--- src/rtl/div_sched.sv ---
// Sequencer between EX and the iterative divider: latches operands, stalls the
// pipeline, short-circuits divide-by-zero and aborts on flush or watchdog expiry.
module div_sched #(
  parameter int WIDTH   = 32,
  parameter int TIMEOUT = 40,
  parameter int CNT_W   = 6
) (
  input  logic               clk,
  input  logic               rst,
  input  logic               req_i,
  input  logic               signed_i,
  input  logic [WIDTH-1:0]   opa_i,
  input  logic [WIDTH-1:0]   opb_i,
  input  logic               flush_i,
  output logic               stall_o,
  output logic               div_start_o,
  output logic               div_annul_o,
  output logic               div_signed_o,
  output logic [WIDTH-1:0]   div_opa_o,
  output logic [WIDTH-1:0]   div_opb_o,
  input  logic               div_ready_i,
  input  logic [2*WIDTH-1:0] div_result_i,
  output logic [WIDTH-1:0]   hi_o,
  output logic [WIDTH-1:0]   lo_o,
  output logic [1:0]         hilo_we_o,
  output logic               busy_o,
  output logic               timeout_o,
  output logic [CNT_W-1:0]   cycles_o
);

  typedef enum logic [1:0] {
    S_IDLE  = 2'd0,
    S_RUN   = 2'd1,
    S_DONE  = 2'd2,
    S_ABORT = 2'd3
  } state_t;

  localparam logic [CNT_W-1:0] TIMEOUT_C = CNT_W'(TIMEOUT);
  localparam logic [CNT_W-1:0] ONE_C     = CNT_W'(1);

  state_t             state_q, state_d;
  logic [WIDTH-1:0]   opa_q, opa_d, opb_q, opb_d;
  logic [WIDTH-1:0]   hi_q, hi_d, lo_q, lo_d;
  logic               sgn_q, sgn_d, timeout_q, timeout_d;
  logic [CNT_W-1:0]   cnt_q, cnt_d, cycles_q, cycles_d;
  logic [CNT_W-1:0]   cnt_inc_s;
  logic               accept_s;
  logic               stall_s, start_s, annul_s;
  logic [1:0]         we_s;

  assign accept_s  = req_i & ~flush_i;
  assign cnt_inc_s = cnt_q + ONE_C;

  // Next-state, datapath capture and handshake outputs
  always_comb begin
    state_d   = state_q;
    opa_d     = opa_q;
    opb_d     = opb_q;
    sgn_d     = sgn_q;
    hi_d      = hi_q;
    lo_d      = lo_q;
    timeout_d = timeout_q;
    cnt_d     = cnt_q;
    cycles_d  = cycles_q;
    stall_s   = 1'b0;
    start_s   = 1'b0;
    annul_s   = 1'b0;
    we_s      = 2'b00;
    case (state_q)
      S_IDLE: begin
        stall_s = accept_s;
        if (accept_s) begin
          opa_d = opa_i;
          opb_d = opb_i;
          sgn_d = signed_i;
          cnt_d = {CNT_W{1'b0}};
          // A zero divisor never reaches the divider
          if (opb_i == {WIDTH{1'b0}}) begin
            hi_d    = opa_i;
            lo_d    = {WIDTH{1'b1}};
            state_d = S_DONE;
          end else begin
            state_d = S_RUN;
          end
        end else begin
          state_d = S_IDLE;
        end
      end
      S_RUN: begin
        start_s = 1'b1;
        stall_s = 1'b1;
        cnt_d   = cnt_inc_s;
        if (flush_i) begin
          state_d = S_ABORT;
        end else if (div_ready_i) begin
          hi_d     = div_result_i[2*WIDTH-1:WIDTH];
          lo_d     = div_result_i[WIDTH-1:0];
          cycles_d = cnt_inc_s;
          state_d  = S_DONE;
        end else if (cnt_inc_s == TIMEOUT_C) begin
          timeout_d = 1'b1;
          state_d   = S_ABORT;
        end else begin
          state_d = S_RUN;
        end
      end
      S_DONE: begin
        we_s    = flush_i ? 2'b00 : 2'b11;
        state_d = S_IDLE;
      end
      S_ABORT: begin
        annul_s = 1'b1;
        state_d = S_IDLE;
      end
      default: begin
        state_d = S_IDLE;
      end
    endcase
  end

  // State and datapath registers
  always_ff @(posedge clk or negedge rst) begin
    if (!rst) begin
      state_q   <= S_IDLE;
      opa_q     <= {WIDTH{1'b0}};
      opb_q     <= {WIDTH{1'b0}};
      sgn_q     <= 1'b0;
      hi_q      <= {WIDTH{1'b0}};
      lo_q      <= {WIDTH{1'b0}};
      timeout_q <= 1'b0;
      cnt_q     <= {CNT_W{1'b0}};
      cycles_q  <= {CNT_W{1'b0}};
    end else begin
      state_q   <= state_d;
      opa_q     <= opa_d;
      opb_q     <= opb_d;
      sgn_q     <= sgn_d;
      hi_q      <= hi_d;
      lo_q      <= lo_d;
      timeout_q <= timeout_d;
      cnt_q     <= cnt_d;
      cycles_q  <= cycles_d;
    end
  end

  assign stall_o      = stall_s;
  assign div_start_o  = start_s;
  assign div_annul_o  = annul_s;
  assign hilo_we_o    = we_s;
  assign busy_o       = (state_q != S_IDLE);
  assign div_signed_o = sgn_q;
  assign div_opa_o    = opa_q;
  assign div_opb_o    = opb_q;
  assign hi_o         = hi_q;
  assign lo_o         = lo_q;
  assign timeout_o    = timeout_q;
  assign cycles_o     = cycles_q;

endmodule

--- config.mk ---
export PLATFORM = sky130hd
export DESIGN_NAME = div_sched
export DESIGN_NICKNAME = d
export VERILOG_FILES = /design/src/rtl/div_sched.sv
export SDC_FILE = /design/constraint.sdc
export NUM_CORES = 1
export LEC_CHECK = 0
export ABC_AREA = 1
export ABC_CLOCK_PERIOD_IN_PS = 1990
export BUFFER_PORTS_ARGS = -buffer_cell sky130_fd_sc_hd__buf_2
export CELL_PAD_IN_SITES_DETAIL_PLACEMENT = 1
export CELL_PAD_IN_SITES_GLOBAL_PLACEMENT = 2
export CORE_MARGIN = 4
export CORE_UTILIZATION = 27
export CTS_CLUSTER_SIZE = 28
export DETAILED_ROUTE_END_ITERATION = 7
export MAX_ROUTING_LAYER = met4
export PLACE_DENSITY = 0.87
export SLEW_MARGIN = 25
export SYNTH_ARGS = -nofsm -noshare
export SYNTH_HDL_FRONTEND = slang
export SYNTH_SLANG_ARGS = --single-unit
--- constraint.sdc ---
create_clock -name clk -period 1.99 [get_ports clk]
set_input_delay 0.4975 -clock clk [delete_from_list [all_inputs] [get_ports clk]]
set_output_delay 0.4975 -clock clk [all_outputs]
set_load 0.01 [all_outputs]
==> impl_metrics.json <==
{
  "multi_input_area_um2": 2370,
  "status": "complete, no violations",
  "synth_top_area_frac": 0.569,
  "rows": 55,
  "async_flop_share": 1.00,
  "crit_slowest_cell": "dfrtp_1",
  "rr_endpoint": "lo_o[17]",
  "first_pass_iters": 4,
  "nNetsFinal": 1114,
  "final.setup_skew_ns": 0.00829,
  "syn-instance-count": 707,
  "cp-end-kind": "output pin",
  "first_iter_violations": 291,
  "ys_types": 25,
  "core_um2": 22800,
  "p_seq_frac": 0.357,
  "clk_latency_ns": 0.42,
  "cap_violations": 0,
  "cts_tree": "built",
  "switching_share": 0.396,
  "vias": 5819,
  "critPathRequiredTime_ns": 1.49,
  "yosysTopAreaCell": "dfrtp_1",
  "period_share": 0.967,
  "drive_gt1_frac": 0.402,
  "grt_pass1_wl_um": 34200,
  "synth_fp_nets": 842,
  "chipHeight_um": 161,
  "io_buffer_count": 275,
  "hold_viol_final": 0,
  "holdWs_ns": 0.00678,
  "wl_um": 21400,
  "vias_per_cell": 4.45,
  "numCtsBuffers": 17,
  "finalSetupViolations": 0,
  "boundaryPins": 276,
  "p_sw_uw": 5650,
  "p_leak_uw": 0.00470,
  "clock_path_buffers": 2,
  "grt_usage": 0.169,
  "crit_path_max_incr_delay_ns": 0.42,
  "grt_max_degree": 67,
  "route.detailed.drc": 0,
  "cp.arrival_ns": 1.43,
  "avgSynthCellArea_um2": 8.96,
  "p_int_uw": 8600,
  "p_clk_frac": 0.239,
  "overflow": 0,
  "seq_area_um2": 3600,
  "fillers": 2787,
  "critPathKind": "flip-flop to output pin",
  "postRouteAntennaNets": 0,
  "synth_area_leaders": "dfrtp_1, nand2_1, o21ai_0",
  "r2r.worst_path.cells": 10,
  "hold_class": "primary input to async pin",
  "syn_to_final_growth_pct": 39.1,
  "initial_core_util": 0.277,
  "wl_per_cell_um": 16.3,
  "synth_common_cells": "nand2_1, dfrtp_1, o21ai_0",
  "antenna_found_initial": 1,
  "max_freq_ghz": 0.519,
  "cts_sinks": 144,
  "cts-htree-levels": 4,
  "period_needed_ns": 1.93,
  "cp_cell_sequence": "inv_2 > nor2_4 > buf_4 > buf_2",
  "ir_worst_vdd_v": 0.000567,
  "max_slew_margin": 0.697,
  "synth.most_common_cell": "nand2_1",
  "die_w_um": 161,
  "setup_ws_ns": 0.0650,
  "yosysSeqAreaShare": 0.569,
  "die-area_um2": 26000,
  "slew_viol_final": 0,
  "grt_pass1_vias": 6236,
  "hold_buffers": 0,
  "gp_congestion": 0.768,
  "ys_warn_count": 0,
  "syn_area_um2": 6340,
  "synth_seq_cells": 144,
  "critPathLaunchType": "flip-flop",
  "dp_hpwl_um": 15600,
  "synth_edf_count": 0,
  "worstMarginPinSlew_ns": 0.454,
  "r2r-start": "state_q[0]",
  "crit_fanout": 6,
  "root_buffer": "clkbuf_16",
  "power.density_nw_per_um2": 1620,
  "synth_flop_cell": "dfrtp_1",
  "clk_pin_slew_ns": 0.07,
  "worst-r2r-setup-slack_ns": 0.22,
  "combPwrFrac": 0.405,
  "place_ws_ns": -0.0237
}
-- state kept, by name, indices dropped and copies added (netlist names) --
name,cells
div_signed_o,1
div_opb_o,32
div_opa_o,32
cycles_o,6
state_q,2
timeout_o,1
lo_o,32
hi_o,32
cnt_q,6
-- area by class of cell --
| cell class | count | share of cell area |
|---|---|---|
| Inverter | 44 | 0.0187 |
| Timing Repair Buffer | 297 | 0.189 |
| Clock buffer | 17 | 0.0483 |
| Clock inverter | 15 | 0.0210 |
| Antenna cell | 2 | 0.000568 |
| Tap cell | 313 | 0.0444 |
| Multi-Input combinational cell | 475 | 0.269 |
| Sequential cell | 144 | 0.409 |
-- metal layers --
metal  wire (um)  track usage
met5           0            -
met4         302       0.0411
met3        1490       0.0495
met2        9840        0.266
met1        9720        0.215
-- power by group through the flow --
stage	Combinational (uW)	Sequential, uW	Clock [uW]
finish	5760	5080	3400
global route	6460	5290	3630
CTS	5790	5090	3510
detailed placement	5780	5120	0
global placement	5660	5070	0
floorplan	2510	5700	0
-- kinds of logic after synthesis --
kind of cell    synth area share
flops                      0.569
fa+ha+maj                0.00197
simple gates               0.245
xor+xnor                 0.00277
compound gates            0.0644
mux                       0.0551
buf+inv                   0.0620
-- cells in the final DEF, fill, tap and decap left out, drive strengths merged, types with 4 or more instances in the layout --
| cell | count |
|---|---|
| o21ai | 77 |
| clkbuf | 17 |
| nand3 | 73 |
| inv | 55 |
| dfrtp | 144 |
| mux2 | 31 |
| nand4 | 4 |
| nand2 | 225 |
| nor2 | 26 |
| or2 | 32 |
| buf | 297 |
-- worst max path at each step --
stage | startpoint | endpoint | slack [ns]
after floorplan | flush_i | stall_o | 0.39
after global placement | opb_i[19] | hi_o[29] | -0.02
after detailed placement | opb_i[19] | hi_o[29] | -0.02
after CTS | state_q[1] | stall_o | 0.008
after global routing | state_q[0] | stall_o | -0.002
final | state_q[0] | div_start_o | 0.06
-- stage by stage --
step | setup TNS [ns] | utilization | power, uW | cell area [um2] | std cells
after floorplan | 0 | - | 8210 | 6340 | 707
after global placement | -0.0174 | 0.357 | 10700 | 8150 | 1268
after detailed placement | -0.0263 | 0.357 | 10900 | 8150 | 1268
after CTS | 0 | 0.383 | 14400 | 8760 | 1300
after global routing | -0.00190 | 0.386 | 15400 | 8810 | 1306
final | 0 | 0.386 | 14200 | 8810 | 1307
-- repair_timing --
action	4_1_cts	5_1_grt
gates resized for setup	1	3
endpoints found under the hold margin	0	0
pin swaps	0	1
setup endpoints to repair	1	1
setup buffers	0	5
-- worst max-delay path: cells and delay by family (launching register included) --
family / cells / cell delay, ns
and+or+nand+nor: 1 / 0.21
DFF: 1 / 0.42
buffers and inverters: 3 / 0.38
No activity file was read; power rests on OpenSTA's default activity.
